File: config.mk
export PLATFORM = sky130hd
export DESIGN_NAME = redstone_output_capture
export DESIGN_NICKNAME = d
export VERILOG_FILES = /design/src/rtl/rsio_pkg.sv /design/src/rtl/rsio_fifo.sv /design/src/rtl/redstone_output_capture.sv
export SDC_FILE = /design/constraint.sdc
export NUM_CORES = 1
export LEC_CHECK = 0
export ABC_AREA = 0
export CAP_MARGIN = 30
export CORE_UTILIZATION = 40
export CTS_CLUSTER_DIAMETER = 120
export DETAILED_ROUTE_END_ITERATION = 16
export SLEW_MARGIN = 20
export SYNTH_ARGS = -nofsm -noshare
export SYNTH_HDL_FRONTEND = slang
export SYNTH_SLANG_ARGS = --single-unit
File: constraint.sdc
create_clock -name i_clk -period 6.4 [get_ports i_clk]
set_input_delay 1.28 -clock i_clk [delete_from_list [all_inputs] [get_ports i_clk]]
set_output_delay 1.28 -clock i_clk [all_outputs]
set_load 0.02 [all_outputs]
File: src/rtl/rsio_pkg.sv
// Shared types, constants and parameter checks for the redstone output capture block.
// Timestamp fields exist only when RSIO_TIMESTAMP_EN is defined.
package rsio_pkg;

  localparam int RSIO_N_SIG_DFLT      = 16;
  localparam int RSIO_FIFO_DEPTH_DFLT = 8;
  localparam int RSIO_TS_W_DFLT       = 16;

  function automatic int rsio_idx_w(input int n_sig);
    return (n_sig < 2) ? 1 : $clog2(n_sig);
  endfunction

  // The FIFO pointers wrap naturally, so the depth has to be a power of two.
  function automatic bit rsio_params_legal(input int n_sig, input int depth, input int ts_w);
    return (n_sig >= 2) && (depth >= 2) && ((depth & (depth - 1)) == 0) && (ts_w >= 1);
  endfunction

  typedef enum logic {
    RSIO_IDLE = 1'b0,
    RSIO_SCAN = 1'b1
  } rsio_state_e;

  localparam int RSIO_IDX_W_DFLT = rsio_idx_w(RSIO_N_SIG_DFLT);

  // Event layout for the default net count, as seen by host-side tooling.
  typedef struct packed {
    logic [RSIO_IDX_W_DFLT-1:0] idx;
    logic                       val;
`ifdef RSIO_TIMESTAMP_EN
    logic [RSIO_TS_W_DFLT-1:0]  ts;
`endif
  } rsio_evt_t;

endpackage

File: src/rtl/rsio_fifo.sv
// First-word-fall-through event FIFO with asynchronous active-high reset.
// A push into a full FIFO is accepted only when a pop happens in the same cycle.
module rsio_fifo #(
  parameter int DEPTH = 8,
  parameter int WIDTH = 8
) (
  input  logic             i_clk,
  input  logic             i_rst,
  input  logic             i_push,
  input  logic [WIDTH-1:0] i_wdata,
  input  logic             i_pop,
  output logic [WIDTH-1:0] o_rdata,
  output logic             o_full,
  output logic             o_empty
);

  localparam int PTR_W = $clog2(DEPTH);

  logic [WIDTH-1:0] mem_q [DEPTH];
  logic [WIDTH-1:0] mem_d [DEPTH];
  logic [PTR_W-1:0] wr_ptr_q, wr_ptr_d;
  logic [PTR_W-1:0] rd_ptr_q, rd_ptr_d;
  logic [PTR_W:0]   count_q, count_d;
  logic             do_push, do_pop;

  assign o_full  = (count_q == (PTR_W+1)'(DEPTH));
  assign o_empty = (count_q == '0);
  assign o_rdata = mem_q[rd_ptr_q];

  always_comb begin
    mem_d    = mem_q;
    wr_ptr_d = wr_ptr_q;
    rd_ptr_d = rd_ptr_q;
    count_d  = count_q;
    do_pop   = i_pop && !o_empty;
    do_push  = i_push && (!o_full || do_pop);
    if (do_push) begin
      mem_d[wr_ptr_q] = i_wdata;
      wr_ptr_d        = wr_ptr_q + 1'b1;
    end
    if (do_pop) begin
      rd_ptr_d = rd_ptr_q + 1'b1;
    end
    case ({do_push, do_pop})
      2'b10:   count_d = count_q + 1'b1;
      2'b01:   count_d = count_q - 1'b1;
      default: count_d = count_q;
    endcase
  end

  always_ff @(posedge i_clk or posedge i_rst) begin
    if (i_rst) begin
      mem_q    <= '{default: '0};
      wr_ptr_q <= '0;
      rd_ptr_q <= '0;
      count_q  <= '0;
    end else begin
      mem_q    <= mem_d;
      wr_ptr_q <= wr_ptr_d;
      rd_ptr_q <= rd_ptr_d;
      count_q  <= count_d;
    end
  end

endmodule

File: src/rtl/redstone_output_capture.sv
// Samples the redstone output nets once per tick and streams each changed bit to the host.
// Define RSIO_TIMESTAMP_EN to tag every event with the tick count of its snapshot.
module redstone_output_capture
  import rsio_pkg::*;
#(
  parameter int  N_SIG      = RSIO_N_SIG_DFLT,
  parameter int  FIFO_DEPTH = RSIO_FIFO_DEPTH_DFLT,
  parameter int  TS_W       = RSIO_TS_W_DFLT,
  localparam int IDX_W      = rsio_idx_w(N_SIG)
) (
  input  logic             i_clk,
  input  logic             i_rst,
  input  logic             i_tick,
  input  logic [N_SIG-1:0] i_sig,
  output logic             o_evt_valid,
  input  logic             i_evt_ready,
  output logic [IDX_W-1:0] o_evt_idx,
  output logic             o_evt_val,
`ifdef RSIO_TIMESTAMP_EN
  output logic [TS_W-1:0]  o_evt_ts,
`endif
  output logic             o_busy,
  output logic             o_overflow,
  output logic             o_tick_miss,
  input  logic             i_clr_flags
);

  if (!rsio_params_legal(N_SIG, FIFO_DEPTH, TS_W)) begin : g_bad_params
    $error("redstone_output_capture: illegal N_SIG / FIFO_DEPTH / TS_W");
  end

  typedef struct packed {
    logic [IDX_W-1:0] idx;
    logic             val;
`ifdef RSIO_TIMESTAMP_EN
    logic [TS_W-1:0]  ts;
`endif
  } evt_t;

  localparam int EVT_W = $bits(evt_t);

  rsio_state_e      state_q, state_d;
  logic [N_SIG-1:0] snap_q, snap_d;
  logic [N_SIG-1:0] prev_q, prev_d;
  logic [IDX_W-1:0] idx_q, idx_d;
  logic             busy_q, busy_d;
  logic             overflow_q, overflow_d;
  logic             tick_miss_q, tick_miss_d;
`ifdef RSIO_TIMESTAMP_EN
  logic [TS_W-1:0]  tick_cnt_q, tick_cnt_d;
  logic [TS_W-1:0]  ts_snap_q, ts_snap_d;
`endif

  logic fifo_push, fifo_pop, fifo_full, fifo_empty;
  evt_t push_evt, head_evt;

  always_comb begin
    state_d     = state_q;
    snap_d      = snap_q;
    prev_d      = prev_q;
    idx_d       = idx_q;
    busy_d      = busy_q;
    overflow_d  = overflow_q;
    tick_miss_d = tick_miss_q;
`ifdef RSIO_TIMESTAMP_EN
    tick_cnt_d  = tick_cnt_q;
    ts_snap_d   = ts_snap_q;
`endif
    fifo_push   = 1'b0;
    push_evt    = '0;
    fifo_pop    = o_evt_valid && i_evt_ready;

    if (i_clr_flags) begin
      overflow_d  = 1'b0;
      tick_miss_d = 1'b0;
    end

    case (state_q)
      RSIO_IDLE: begin
        if (i_tick) begin
          snap_d  = i_sig;
          idx_d   = '0;
          busy_d  = 1'b1;
          state_d = RSIO_SCAN;
`ifdef RSIO_TIMESTAMP_EN
          ts_snap_d  = tick_cnt_q;
          tick_cnt_d = tick_cnt_q + 1'b1;
`endif
        end
      end
      RSIO_SCAN: begin
        if (i_tick) begin
          tick_miss_d = 1'b1;
        end
        // A dropped change leaves prev untouched so the next tick reports it again.
        if (snap_q[idx_q] != prev_q[idx_q]) begin
          if (!fifo_full || fifo_pop) begin
            fifo_push     = 1'b1;
            push_evt.idx  = idx_q;
            push_evt.val  = snap_q[idx_q];
`ifdef RSIO_TIMESTAMP_EN
            push_evt.ts   = ts_snap_q;
`endif
            prev_d[idx_q] = snap_q[idx_q];
          end else begin
            overflow_d = 1'b1;
          end
        end
        if (idx_q == IDX_W'(N_SIG - 1)) begin
          state_d = RSIO_IDLE;
          busy_d  = 1'b0;
        end else begin
          idx_d = idx_q + 1'b1;
        end
      end
      default: begin
        state_d = RSIO_IDLE;
        busy_d  = 1'b0;
      end
    endcase
  end

  always_ff @(posedge i_clk or posedge i_rst) begin
    if (i_rst) begin
      state_q     <= RSIO_IDLE;
      snap_q      <= '0;
      prev_q      <= '0;
      idx_q       <= '0;
      busy_q      <= 1'b0;
      overflow_q  <= 1'b0;
      tick_miss_q <= 1'b0;
`ifdef RSIO_TIMESTAMP_EN
      tick_cnt_q  <= '0;
      ts_snap_q   <= '0;
`endif
    end else begin
      state_q     <= state_d;
      snap_q      <= snap_d;
      prev_q      <= prev_d;
      idx_q       <= idx_d;
      busy_q      <= busy_d;
      overflow_q  <= overflow_d;
      tick_miss_q <= tick_miss_d;
`ifdef RSIO_TIMESTAMP_EN
      tick_cnt_q  <= tick_cnt_d;
      ts_snap_q   <= ts_snap_d;
`endif
    end
  end

  rsio_fifo #(
    .DEPTH (FIFO_DEPTH),
    .WIDTH (EVT_W)
  ) u_fifo (
    .i_clk   (i_clk),
    .i_rst   (i_rst),
    .i_push  (fifo_push),
    .i_wdata (push_evt),
    .i_pop   (fifo_pop),
    .o_rdata (head_evt),
    .o_full  (fifo_full),
    .o_empty (fifo_empty)
  );

  assign o_evt_valid = !fifo_empty;
  assign o_evt_idx   = o_evt_valid ? head_evt.idx : '0;
  assign o_evt_val   = o_evt_valid && head_evt.val;
`ifdef RSIO_TIMESTAMP_EN
  assign o_evt_ts    = o_evt_valid ? head_evt.ts : '0;
`endif
  assign o_busy      = busy_q;
  assign o_overflow  = overflow_q;
  assign o_tick_miss = tick_miss_q;

endmodule

==> results of run 1 <==
==> worst max path at each step <==
stage,from,endpoint
after global routing,u_fifo.rd_ptr_q[0],o_evt_idx[3]
after global placement,idx_q[0],u_fifo.count_q[2]
after CTS,u_fifo.rd_ptr_q[0],o_evt_idx[0]
after floorplan,i_rst,idx_q[0]
final,u_fifo.rd_ptr_q[0],o_evt_idx[0]
after detailed placement,idx_q[0],u_fifo.count_q[2]
==> cells in the mapped netlist (all sizes together) (2+ instances only) <==
library cell	n	area [um2]
nor2b	6	37.5
mux2i	5	50.1
nand2b	3	18.8
o21ai	3	15.0
nor2	11	41.3
mux4	18	405
dfrtp	90	2250
nor4b	4	35.0
clkbuf	18	67.6
nand4	4	25.0
and3	6	37.5
a22oi	4	35.0
a21oi	5	25.0
mux2	75	920
buf	11	85.1
nand2	26	105
xnor2	3	26.3
ha	9	113
and2	2	12.5
inv	8	30.0
nand3	4	20.0
xor2	7	68.8
nor3	17	85.1
a31oi	2	12.5
==> per-layer routing <==
layer / up-vias / global-route usage (%)
met5: - / 0
met4: 0 / 7.52
met3: 11 / 2.63
met2: 59 / 26.4
met1: 1429 / 25.4
li1: 1291 / -
==> logic make-up (layout without fill, tap and decap cells) <==
group,Yosys count,count (layout),synth area share (%)
mux,98,98,29.9
flops,90,90,49.0
simple gates,90,90,10.3
buf+inv,37,58,3.97
compound gates,16,16,2.29
xor+xnor,10,10,2.07
fa+ha+maj,9,9,2.45
==> critical path: cells and delay by family, from the launching register on <==
kind                   cells  cell delay (ns)
AND/OR/NAND/NOR            1             0.06
flip-flops                 1             0.82
multiplexers               2             0.79
buffers and inverters      1             0.53
==> state kept, by name, summed over array words and instances, names as in the netlist <==
| register | flops |
|---|---|
| idx_q | 4 |
| o_busy | 1 |
| o_overflow | 1 |
| o_tick_miss | 1 |
| prev_q | 16 |
| snap_q | 16 |
| state_q | 1 |
| u_fifo.count_q | 4 |
| u_fifo.mem_q | 40 |
| u_fifo.rd_ptr_q | 3 |
| u_fifo.wr_ptr_q | 3 |
==> power by group through the flow <==
stage	sequential (mW)	clock, mW	combinational [mW]
final	1.13	0.495	1.51
after global routing	1.18	0.533	1.66
after CTS	1.15	0.508	1.50
after detailed placement	1.16	0	1.48
after global placement	1.15	0	1.45
after floorplan	0.965	0	1.33
==> layout make-up <==
| cell class | count | area share [%] |
|---|---|---|
| clock buffers | 11 | 4.83 |
| clock inverters | 5 | 0.550 |
| inverters | 8 | 0.598 |
| multi-input cells | 223 | 41.3 |
| flip-flops and latches | 90 | 43.0 |
| well taps | 140 | 3.35 |
| repair buffers | 34 | 6.33 |
==> stage by stage <==
stage,std cells,hold WS [ns]
finish,511,0.486
global route,511,0.512
CTS,510,0.491
detailed placement,494,0.477
global placement,494,0.470
floorplan,350,0.459
==> impl_metrics.prom, run 1 <==
# TYPE chip_impl_metric gauge
chip_impl_metric{name="final_layout_size_suffix_gt1_share",unit="%"} 29.1
chip_impl_metric{name="die-width",unit="um"} 109
chip_impl_metric{name="antenna_cells_inserted",unit=""} 0
chip_impl_metric{name="route.met3.wl",unit="um"} 326
chip_impl_metric{name="seq_area",unit="um2"} 2250
chip_impl_metric{name="cts-resized-gates",unit=""} 0
chip_impl_info{name="maxUsedRoutingLayer",value="met4"} 1
chip_impl_metric{name="number_of_buffers_created_by_cts",unit=""} 9
chip_impl_metric{name="placedInstanceArea",unit="um2"} 4940
chip_impl_metric{name="post-route-period-util",unit="%"} 59.7
chip_impl_metric{name="r2r.worst_path.cells",unit=""} 14
chip_impl_metric{name="drc",unit=""} 0
chip_impl_metric{name="swShare",unit="%"} 38.6
chip_impl_metric{name="synthToLayoutAreaGrowth",unit="%"} 13.9
chip_impl_info{name="status",value="finished clean"} 1
chip_impl_metric{name="timing.final.hold_violations",unit=""} 0
chip_impl_metric{name="finalCoreUtilization",unit="%"} 47.5
chip_impl_metric{name="fin_crit",unit="ns"} 3.82
chip_impl_metric{name="worst_clk_skew",unit="ns"} 0.00569
chip_impl_info{name="crit-reg2reg-launch",value="idx_q[0]"} 1
chip_impl_info{name="worstPathCellList",value="mux4_2, mux2i_1, nor2_1, clkdlybuf4s50_1"} 1
chip_impl_metric{name="cts_setup_buffers",unit=""} 0
chip_impl_metric{name="placeableCoreArea",unit="um2"} 11000
chip_impl_metric{name="synth_seq_cells",unit=""} 90
chip_impl_metric{name="ctsLongestPathBuffers",unit=""} 2
chip_impl_metric{name="placement_rows",unit=""} 38
chip_impl_metric{name="initial_core_util",unit="%"} 41.7
chip_impl_metric{name="setup_slack",unit="ns"} 2.58
chip_impl_info{name="unrepaired_setup_endpoints_after_global_routing",value="false"} 1
chip_impl_info{name="end_kind",value="output pin"} 1
chip_impl_metric{name="synth_cell_type_count",unit=""} 41
chip_impl_info{name="crit_path_start_kind",value="register"} 1
chip_impl_metric{name="met1_length",unit="um"} 4470
chip_impl_metric{name="drv_slew",unit=""} 0
chip_impl_metric{name="worst_pin_slew",unit="ns"} 0.758
chip_impl_metric{name="die_h",unit="um"} 109
chip_impl_metric{name="finalPower",unit="mW"} 3.14
chip_impl_metric{name="setup_total_negative_slack",unit="ns"} 0
chip_impl_metric{name="vias_in_the_first_global_route",unit=""} 2915
chip_impl_metric{name="seq_power_share",unit="%"} 36.1
chip_impl_metric{name="worst_stage_delay_on_the_critical_path",unit="ns"} 0.82
chip_impl_metric{name="maxCapViolations",unit=""} 0
chip_impl_metric{name="detailed_routing_iterations_pass_1",unit=""} 4
chip_impl_metric{name="syn_nets",unit=""} 380
chip_impl_metric{name="syn_area_per_cell",unit="um2"} 13.1
chip_impl_metric{name="grt_antenna_before_repair",unit=""} 0
chip_impl_metric{name="global_route.overflow_total",unit=""} 0
chip_impl_metric{name="p_switching",unit="mW"} 1.21
chip_impl_metric{name="net_total_in_the_final_layout",unit=""} 396
chip_impl_metric{name="p_int",unit="mW"} 1.93
chip_impl_metric{name="met2_length",unit="um"} 4210
chip_impl_metric{name="grt_max_degree",unit=""} 50
chip_impl_metric{name="route.vias.total",unit=""} 2790
chip_impl_metric{name="place.detailed.hpwl",unit="um"} 5980
chip_impl_metric{name="clk_pin_slew",unit="ns"} 0.06
chip_impl_metric{name="design.portCount",unit=""} 30
chip_impl_info{name="regToRegEndpoint",value="u_fifo.count_q[2]"} 1
chip_impl_info{name="ys_dominant_reg_cell",value="sky130_fd_sc_hd__dfrtp_1"} 1
chip_impl_metric{name="clkSinkCount",unit=""} 90
chip_impl_metric{name="die_area",unit="um2"} 11900
chip_impl_info{name="timing.critical_path.slowest_stage_cell",value="sky130_fd_sc_hd__dfrtp_1"} 1
chip_impl_metric{name="crit_arrival",unit="ns"} 2.54
chip_impl_info{name="worstHoldEndpoint",value="prev_q[11]"} 1
chip_impl_metric{name="netlist_area",unit="um2"} 4600
chip_impl_metric{name="crit_path_max_fanout",unit=""} 12
chip_impl_metric{name="ys_async_sr_fraction",unit="%"} 100
chip_impl_metric{name="peak_vdd_ir",unit="uV"} 270
chip_impl_metric{name="number_of_flops_mapped_to_enable_cells_by_yosys",unit=""} 0
chip_impl_info{name="root_buffer",value="sky130_fd_sc_hd__clkbuf_16"} 1
chip_impl_metric{name="critical_path_required",unit="ns"} 5.12
chip_impl_metric{name="cellPowerDensity",unit="nW/um2"} 599
chip_impl_metric{name="grtUsageTotal",unit="%"} 17.6
chip_impl_metric{name="clock.fmax",unit="MHz"} 262
chip_impl_metric{name="grt_pass1_wl",unit="um"} 15500
chip_impl_metric{name="clk-insertion-delay-late",unit="ns"} 0.34
chip_impl_info{name="min_from",value="prev_q[11]"} 1
chip_impl_info{name="final_cell_mix",value="90 x sky130_fd_sc_hd__dfrtp_1, 42 x sky130_fd_sc_hd__mux2_2, 29 x sky130_fd_sc_hd__clkdlybuf4s50_1, 23 x sky130_fd_sc_hd__nand2_1, 20 x sky130_fd_sc_hd__mux2_4"} 1
chip_impl_metric{name="p_comb_share",unit="%"} 48.1
chip_impl_metric{name="synth_sequential_area_ratio",unit="%"} 49.0
chip_impl_info{name="criticalPathCategory",value="reg2out"} 1
chip_impl_metric{name="multiInputGateArea",unit="um2"} 2160
chip_impl_info{name="timing.hold.worst.class",value="reg2reg"} 1
chip_impl_metric{name="drt-initial-drc-count",unit=""} 161
chip_impl_metric{name="antenna_violating_nets_post_route",unit=""} 0
chip_impl_metric{name="yosysWarnings",unit=""} 0
chip_impl_metric{name="setup-violations-final",unit=""} 0
chip_impl_metric{name="leakage_power",unit="nW"} 2.27
chip_impl_metric{name="p_clk_share",unit="%"} 15.8
chip_impl_info{name="cts_tree",value="built"} 1
chip_impl_metric{name="globalplace.congestion",unit=""} 0.720
chip_impl_metric{name="setup.reg_to_reg.worst_slack",unit="ns"} 2.84
chip_impl_info{name="mostFrequentLayoutCell",value="sky130_fd_sc_hd__dfrtp_1"} 1
chip_impl_metric{name="wire_per_inst",unit="um"} 18.0
chip_impl_metric{name="timing.max_slew.rel_slack",unit="%"} 49.5
chip_impl_metric{name="htreeDepth",unit=""} 3
chip_impl_metric{name="layout.filler_cells",unit=""} 1010
chip_impl_metric{name="post_cts_hold_buffer_count",unit=""} 0
chip_impl_metric{name="postLayoutCellArea",unit="um2"} 5240
chip_impl_metric{name="drt_via_density",unit=""} 5.46
chip_impl_metric{name="detail_route.wirelength",unit="um"} 9180
chip_impl_metric{name="port_buffer_cells",unit=""} 29
chip_impl_metric{name="pre_cts_ws",unit="ns"} 2.54
chip_impl_metric{name="synthCells",unit=""} 350
chip_impl_metric{name="worstHoldPathCells",unit=""} 1
Power figures use the tool's default switching activity.
==> run 2: changes to the inputs <==
- clock period: 6.4 -> 3.98 ns (I/O delays scaled with it)
==> impl_metrics.prom, run 2 (synthesis gave the netlist of run 1 again) <==
# TYPE chip_impl_metric gauge
chip_impl_metric{name="worstHoldPathCells",unit=""} 1
chip_impl_info{name="unrepaired_setup_endpoints_after_global_routing",value="false"} 1
chip_impl_metric{name="synthToLayoutAreaGrowth",unit="%"} 14.8
chip_impl_metric{name="cts_setup_buffers",unit=""} 0
chip_impl_metric{name="crit_arrival",unit="ns"} 2.54
chip_impl_metric{name="maxCapViolations",unit=""} 0
chip_impl_metric{name="worstSetupPathDepth",unit=""} 4
chip_impl_info{name="largestRegisters",value="u_fifo.mem_q: 40 flops, prev_q: 16 flops, snap_q: 16 flops"} 1
chip_impl_metric{name="setup-violations-final",unit=""} 0
chip_impl_info{name="cts_tree",value="built"} 1
chip_impl_info{name="root_buffer",value="sky130_fd_sc_hd__clkbuf_16"} 1
chip_impl_info{name="category_of_cells_accounting_for_the_largest_share_of_critical_path_delay",value="flip-flops"} 1
chip_impl_metric{name="route.vias.total",unit=""} 2751
chip_impl_metric{name="final_layout_size_suffix_gt1_share",unit="%"} 29.4
chip_impl_metric{name="ctsLongestPathBuffers",unit=""} 2
chip_impl_metric{name="detail_route.wirelength",unit="um"} 9030
chip_impl_metric{name="global_route.overflow_total",unit=""} 0
chip_impl_info{name="register_containing_the_most_flip_flops_in_the_final_layout",value="u_fifo.mem_q"} 1
chip_impl_metric{name="die_h",unit="um"} 109
chip_impl_metric{name="net_total_in_the_final_layout",unit=""} 399
chip_impl_metric{name="grt_max_degree",unit=""} 53
chip_impl_metric{name="worst_pin_slew",unit="ns"} 0.775
chip_impl_metric{name="fin_crit",unit="ns"} 3.34
chip_impl_metric{name="critical_path_required",unit="ns"} 3.18
chip_impl_metric{name="clock.fmax",unit="MHz"} 300
chip_impl_metric{name="timing.max_slew.rel_slack",unit="%"} 48.3
chip_impl_info{name="mostFrequentLayoutCell",value="sky130_fd_sc_hd__dfrtp_1"} 1
chip_impl_metric{name="peak_vdd_ir",unit="uV"} 468
chip_impl_info{name="timing.critical_path.slowest_stage_cell",value="sky130_fd_sc_hd__dfrtp_1"} 1
chip_impl_metric{name="grt_pass1_wl",unit="um"} 15000
chip_impl_metric{name="post_cts_hold_buffer_count",unit=""} 0
chip_impl_metric{name="initial_core_util",unit="%"} 41.7
chip_impl_metric{name="leakage_power",unit="nW"} 2.28
chip_impl_metric{name="r2r.worst_path.cells",unit=""} 13
chip_impl_metric{name="number_of_buffers_created_by_cts",unit=""} 9
chip_impl_metric{name="drt-initial-drc-count",unit=""} 163
chip_impl_metric{name="drt_via_density",unit=""} 5.35
chip_impl_metric{name="clkSinkCount",unit=""} 90
chip_impl_metric{name="timing.final.hold_violations",unit=""} 0
chip_impl_metric{name="crit_path_max_fanout",unit=""} 12
chip_impl_metric{name="largest_register_ffs",unit=""} 40
chip_impl_info{name="crit_path_start_kind",value="register"} 1
chip_impl_metric{name="grt_antenna_before_repair",unit=""} 0
chip_impl_metric{name="design.portCount",unit=""} 30
chip_impl_metric{name="port_buffer_cells",unit=""} 29
chip_impl_metric{name="placement_rows",unit=""} 38
chip_impl_metric{name="place.detailed.hpwl",unit="um"} 5960
chip_impl_metric{name="setup_total_negative_slack",unit="ns"} 0
chip_impl_metric{name="vias_in_the_first_global_route",unit=""} 2840
chip_impl_metric{name="drc",unit=""} 0
chip_impl_info{name="final_cell_mix",value="90 x sky130_fd_sc_hd__dfrtp_1, 42 x sky130_fd_sc_hd__mux2_2, 29 x sky130_fd_sc_hd__clkdlybuf4s50_1, 23 x sky130_fd_sc_hd__nand2_1, 20 x sky130_fd_sc_hd__mux2_4"} 1
chip_impl_metric{name="globalplace.congestion",unit=""} 0.767
chip_impl_metric{name="antenna_violating_nets_post_route",unit=""} 0
chip_impl_metric{name="cellPowerDensity",unit="nW/um2"} 967
chip_impl_metric{name="post-route-period-util",unit="%"} 83.9
chip_impl_metric{name="drv_slew",unit=""} 0
chip_impl_metric{name="grtUsageTotal",unit="%"} 16.9
chip_impl_metric{name="die_area",unit="um2"} 11900
chip_impl_info{name="end_kind",value="output pin"} 1
chip_impl_metric{name="critical_path.n_buffers_inverters",unit=""} 1
chip_impl_info{name="criticalPathCategory",value="reg2out"} 1
chip_impl_metric{name="wire_per_inst",unit="um"} 17.6
chip_impl_metric{name="detailed_routing_iterations_pass_1",unit=""} 4
chip_impl_metric{name="placeableCoreArea",unit="um2"} 11000
chip_impl_metric{name="htreeDepth",unit=""} 3
chip_impl_info{name="status",value="finished clean"} 1
chip_impl_info{name="timing.hold.worst.class",value="reg2reg"} 1
chip_impl_metric{name="clk-insertion-delay-late",unit="ns"} 0.34
chip_impl_metric{name="cts-resized-gates",unit=""} 0
chip_impl_metric{name="worst_stage_delay_on_the_critical_path",unit="ns"} 0.81
chip_impl_metric{name="worst_clk_skew",unit="ns"} 0.00553
chip_impl_metric{name="antenna_cells_inserted",unit=""} 0
chip_impl_metric{name="die-width",unit="um"} 109
chip_impl_info{name="worstPathCellList",value="mux4_2, mux2i_1, nor2_1, clkdlybuf4s50_1"} 1
chip_impl_metric{name="hold_ws",unit="ns"} 0.488
chip_impl_metric{name="clk_pin_slew",unit="ns"} 0.07
[run 2: cell count changes in the layout (fill, tap and decap cells not counted), moves of 2 or more]
cell                         change
sky130_fd_sc_hd__clkbuf_8        -2
sky130_fd_sc_hd__buf_4           +3
sky130_fd_sc_hd__clkinvlp_4      +3
sky130_fd_sc_hd__clkinv_2        -3
[run 2: layout make-up]
cell class | count | area, um2
inverters | 8 | 31.3
fillers | 1013 | 5750
well taps | 140 | 175
flip-flops and latches | 90 | 2250
multi-input cells | 223 | 2160
clock inverters | 6 | 66.3
repair buffers | 37 | 363
clock buffers | 10 | 229
[run 2: worst paths after layout]
check / start / end / slack, ns
max: u_fifo.rd_ptr_q[0] / o_evt_val / 0.64
min: u_fifo.mem_q[8] / u_fifo.mem_q[8] / 0.49
max reg2reg: idx_q[0] / u_fifo.count_q[2] / 0.69
min reg2reg: u_fifo.mem_q[8] / u_fifo.mem_q[8] / 0.49
max in group asynchronous: i_rst / u_fifo.mem_q[10] / 2.39
min in group asynchronous: i_rst / prev_q[13] / 0.88
[run 2: metal layers]
metal | global-route usage (%) | up-vias | share of wire (%)
li1 | - | 1290 | -
met2 | 24.8 | 33 | 46
met4 | 5.43 | 0 | 0.91
met1 | 24.7 | 1424 | 51
met5 | 0 | - | 0
met3 | 3.59 | 4 | 2.8
[run 2: metrics by stage]
stage | worst slack, ns | instances | cell area [um2] | utilization, % | total power [mW]
after floorplan | 0.849 | 350 | 4600 | - | 3.69
after global routing | 0.377 | 514 | 5280 | 47.9 | 5.49
after global placement | 0.752 | 498 | 4980 | 45.2 | 4.23
after CTS | 0.566 | 514 | 5280 | 47.9 | 5.16
final | 0.643 | 514 | 5280 | 47.9 | 5.11
after detailed placement | 0.650 | 498 | 4980 | 45.2 | 4.29
[run 2: power by group]
| group | switching (mW) | total [mW] | internal, mW | leakage [nW] |
|---|---|---|---|---|
| logic | 1.15 | 2.46 | 1.31 | 1.04 |
| clock network | 0.356 | 0.844 | 0.488 | 0.135 |
| registers | 0.450 | 1.81 | 1.36 | 1.11 |
==> run 3: changes to the inputs <==
- clock period: 3.98 -> 2.7 ns (I/O delays scaled with it)
==> impl_metrics.prom, run 3 (synthesis gave the netlist of run 1 again) <==
# TYPE chip_impl_metric gauge
chip_impl_metric{name="htreeDepth",unit=""} 3
chip_impl_metric{name="timing.final.hold_violations",unit=""} 0
chip_impl_info{name="status",value="complete, but fails checks"} 1
chip_impl_metric{name="route.vias.total",unit=""} 2848
chip_impl_info{name="largestRegisters",value="u_fifo.mem_q: 40 flops, prev_q: 16 flops, snap_q: 16 flops"} 1
chip_impl_metric{name="peak_vdd_ir",unit="uV"} 707
chip_impl_metric{name="timing.max_slew.rel_slack",unit="%"} 56.0
chip_impl_metric{name="clock.fmax",unit="MHz"} 355
chip_impl_metric{name="net_total_in_the_final_layout",unit=""} 420
chip_impl_metric{name="drc",unit=""} 0
chip_impl_metric{name="grt_pass1_wl",unit="um"} 15800
chip_impl_metric{name="design.portCount",unit=""} 30
chip_impl_metric{name="clk_pin_slew",unit="ns"} 0.06
chip_impl_metric{name="drt_via_density",unit=""} 5.32
chip_impl_metric{name="placement_rows",unit=""} 38
chip_impl_info{name="crit_path_start_kind",value="register"} 1
chip_impl_info{name="mostFrequentLayoutCell",value="sky130_fd_sc_hd__dfrtp_1"} 1
chip_impl_metric{name="critical_path.n_buffers_inverters",unit=""} 3
chip_impl_metric{name="place.detailed.hpwl",unit="um"} 6490
chip_impl_metric{name="post-route-period-util",unit="%"} 104
chip_impl_info{name="violations",value="setup timing"} 1
chip_impl_metric{name="clk-insertion-delay-late",unit="ns"} 0.34
chip_impl_metric{name="die_h",unit="um"} 109
chip_impl_metric{name="crit_arrival",unit="ns"} 3.04
chip_impl_info{name="category_of_cells_accounting_for_the_largest_share_of_critical_path_delay",value="XOR/XNOR gates"} 1
chip_impl_metric{name="number_of_buffers_created_by_cts",unit=""} 9
chip_impl_metric{name="worst_clk_skew",unit="ns"} 0.00482
chip_impl_metric{name="placedInstanceArea",unit="um2"} 5260
chip_impl_metric{name="placeableCoreArea",unit="um2"} 11000
chip_impl_metric{name="drv_slew",unit=""} 0
chip_impl_metric{name="die-width",unit="um"} 109
chip_impl_metric{name="layout.filler_cells",unit=""} 973
chip_impl_metric{name="initial_core_util",unit="%"} 41.7
chip_impl_metric{name="antenna_violating_nets_post_route",unit=""} 0
chip_impl_metric{name="vias_in_the_first_global_route",unit=""} 3032
chip_impl_metric{name="wire_per_inst",unit="um"} 17.3
chip_impl_info{name="root_buffer",value="sky130_fd_sc_hd__clkbuf_16"} 1
chip_impl_metric{name="worstSetupPathDepth",unit=""} 15
chip_impl_info{name="timing.critical_path.slowest_stage_cell",value="sky130_fd_sc_hd__mux4_2"} 1
chip_impl_info{name="cpMostUsedCell",value="sky130_fd_sc_hd__xor2_1"} 1
chip_impl_metric{name="r2r.worst_path.cells",unit=""} 15
chip_impl_info{name="destination_of_the_critical_timing_path",value="u_fifo.count_q[2]"} 1
chip_impl_metric{name="clkSinkCount",unit=""} 90
chip_impl_metric{name="port_buffer_cells",unit=""} 29
chip_impl_metric{name="grt_max_degree",unit=""} 35
chip_impl_metric{name="global_route.overflow_total",unit=""} 0
chip_impl_metric{name="worst_stage_delay_on_the_critical_path",unit="ns"} 0.49
chip_impl_metric{name="antenna_cells_inserted",unit=""} 0
chip_impl_metric{name="detail_route.wirelength",unit="um"} 9280
chip_impl_info{name="min_from",value="u_fifo.mem_q[11]"} 1
chip_impl_metric{name="setup-violations-final",unit=""} 3
chip_impl_metric{name="final_layout_size_suffix_gt1_share",unit="%"} 36.2
chip_impl_metric{name="grtUsageTotal",unit="%"} 17.8
chip_impl_info{name="register_containing_the_most_flip_flops_in_the_final_layout",value="u_fifo.mem_q"} 1
chip_impl_info{name="end_kind",value="register"} 1
chip_impl_metric{name="fin_crit",unit="ns"} 2.82
chip_impl_metric{name="setup_slack",unit="ns"} -0.120
chip_impl_info{name="unrepaired_setup_endpoints_after_global_routing",value="true"} 1
chip_impl_info{name="crit-reg2reg-launch",value="idx_q[0]"} 1
chip_impl_metric{name="postLayoutCellArea",unit="um2"} 5620
chip_impl_metric{name="die_area",unit="um2"} 11900
chip_impl_info{name="cts_tree",value="built"} 1
chip_impl_metric{name="crit_path_max_fanout",unit=""} 2
chip_impl_metric{name="ctsLongestPathBuffers",unit=""} 2
chip_impl_metric{name="finalPower",unit="mW"} 8.21
chip_impl_metric{name="critical_path_required",unit="ns"} 2.92
chip_impl_metric{name="setup.reg_to_reg.worst_slack",unit="ns"} -0.12
chip_impl_info{name="final_cell_mix",value="89 x sky130_fd_sc_hd__dfrtp_1, 42 x sky130_fd_sc_hd__mux2_2, 24 x sky130_fd_sc_hd__clkdlybuf4s50_1, 20 x sky130_fd_sc_hd__nand2_1, 20 x sky130_fd_sc_hd__mux2_4"} 1
chip_impl_info{name="timing.hold.worst.class",value="reg2reg"} 1
chip_impl_metric{name="pre_cts_ws",unit="ns"} -0.225
chip_impl_info{name="criticalPathCategory",value="reg2reg"} 1
chip_impl_metric{name="drt-initial-drc-count",unit=""} 77
chip_impl_metric{name="synthToLayoutAreaGrowth",unit="%"} 22.3
chip_impl_metric{name="maxCapViolations",unit=""} 0
chip_impl_metric{name="finalNonFillerCells",unit=""} 535
chip_impl_info{name="worstPathCellList",value="buf_6, buf_4, mux4_2, a22oi_2, nand2_2, xor2_4, and3_4, inv_2, ha_4, xor2_1, ha_2, a21oi_2, xor2_1, nor2_1, xor2_1"} 1
chip_impl_metric{name="globalplace.congestion",unit=""} 0.770
chip_impl_metric{name="dp.cells",unit=""} 516
chip_impl_info{name="regToRegEndpoint",value="u_fifo.count_q[2]"} 1
chip_impl_metric{name="detailed_routing_iterations_pass_1",unit=""} 4
chip_impl_metric{name="largest_register_ffs",unit=""} 40
chip_impl_metric{name="cellPowerDensity",unit="nW/um2"} 1460
chip_impl_metric{name="finalCoreUtilization",unit="%"} 51.0
chip_impl_metric{name="worst_pin_slew",unit="ns"} 0.659
chip_impl_metric{name="leakage_power",unit="nW"} 2.46
chip_impl_info{name="crit_start",value="idx_q[0]"} 1
chip_impl_metric{name="grt_antenna_before_repair",unit=""} 0
## run 3: where the power goes
group / internal [mW] / switching [mW]
clock: 0.833 / 0.509
sequential: 2.01 / 0.512
combinational: 2.34 / 2.01
## run 3: metrics by stage
stage	hold WS, ns	TNS (ns)
2_1_floorplan	0.459	-0.568
3_3_place_gp	0.469	-0.399
3_5_place_dp	0.478	-0.829
4_1_cts	0.491	-0.331
5_1_grt	0.508	-2.49
6_report	0.486	-0.255
## run 3: area by class of cell
cell class              count  area, um2  area share (%)
repair buffers             58        626            11.1
flip-flops and latches     90       2250            40.1
clock buffers              11        243            4.32
inverters                   8       33.8           0.601
well taps                 140        175            3.11
multi-input cells         223       2220            39.4
clock inverters             5       77.6            1.38
## run 3: how the worst min path moves through the flow
stage	endpoint	slack [ns]	cells past startpoint
floorplan	u_fifo.mem_q[11]	0.46	1
global placement	u_fifo.mem_q[5]	0.47	1
detailed placement	u_fifo.mem_q[5]	0.48	1
CTS	u_fifo.mem_q[5]	0.49	1
global route	u_fifo.mem_q[9]	0.51	1
finish	u_fifo.mem_q[11]	0.49	1
## run 3: what timing repair did
item | 4_1_cts | 5_1_grt
resized for setup | 9 | 4
endpoints found under the setup margin | 28 | 34
hold buffers | 0 | 0
gates cloned | 0 | 0
buffers inserted | 3 | 0
pin swaps | 4 | 1
## run 3: metal layers
layer	part of all wire, %	track usage (%)	wire, um
met4	1.4	6.67	129
met3	3.4	3.83	312
met1	49	24.9	4520
met5	0	0	0
met2	47	27.2	4320
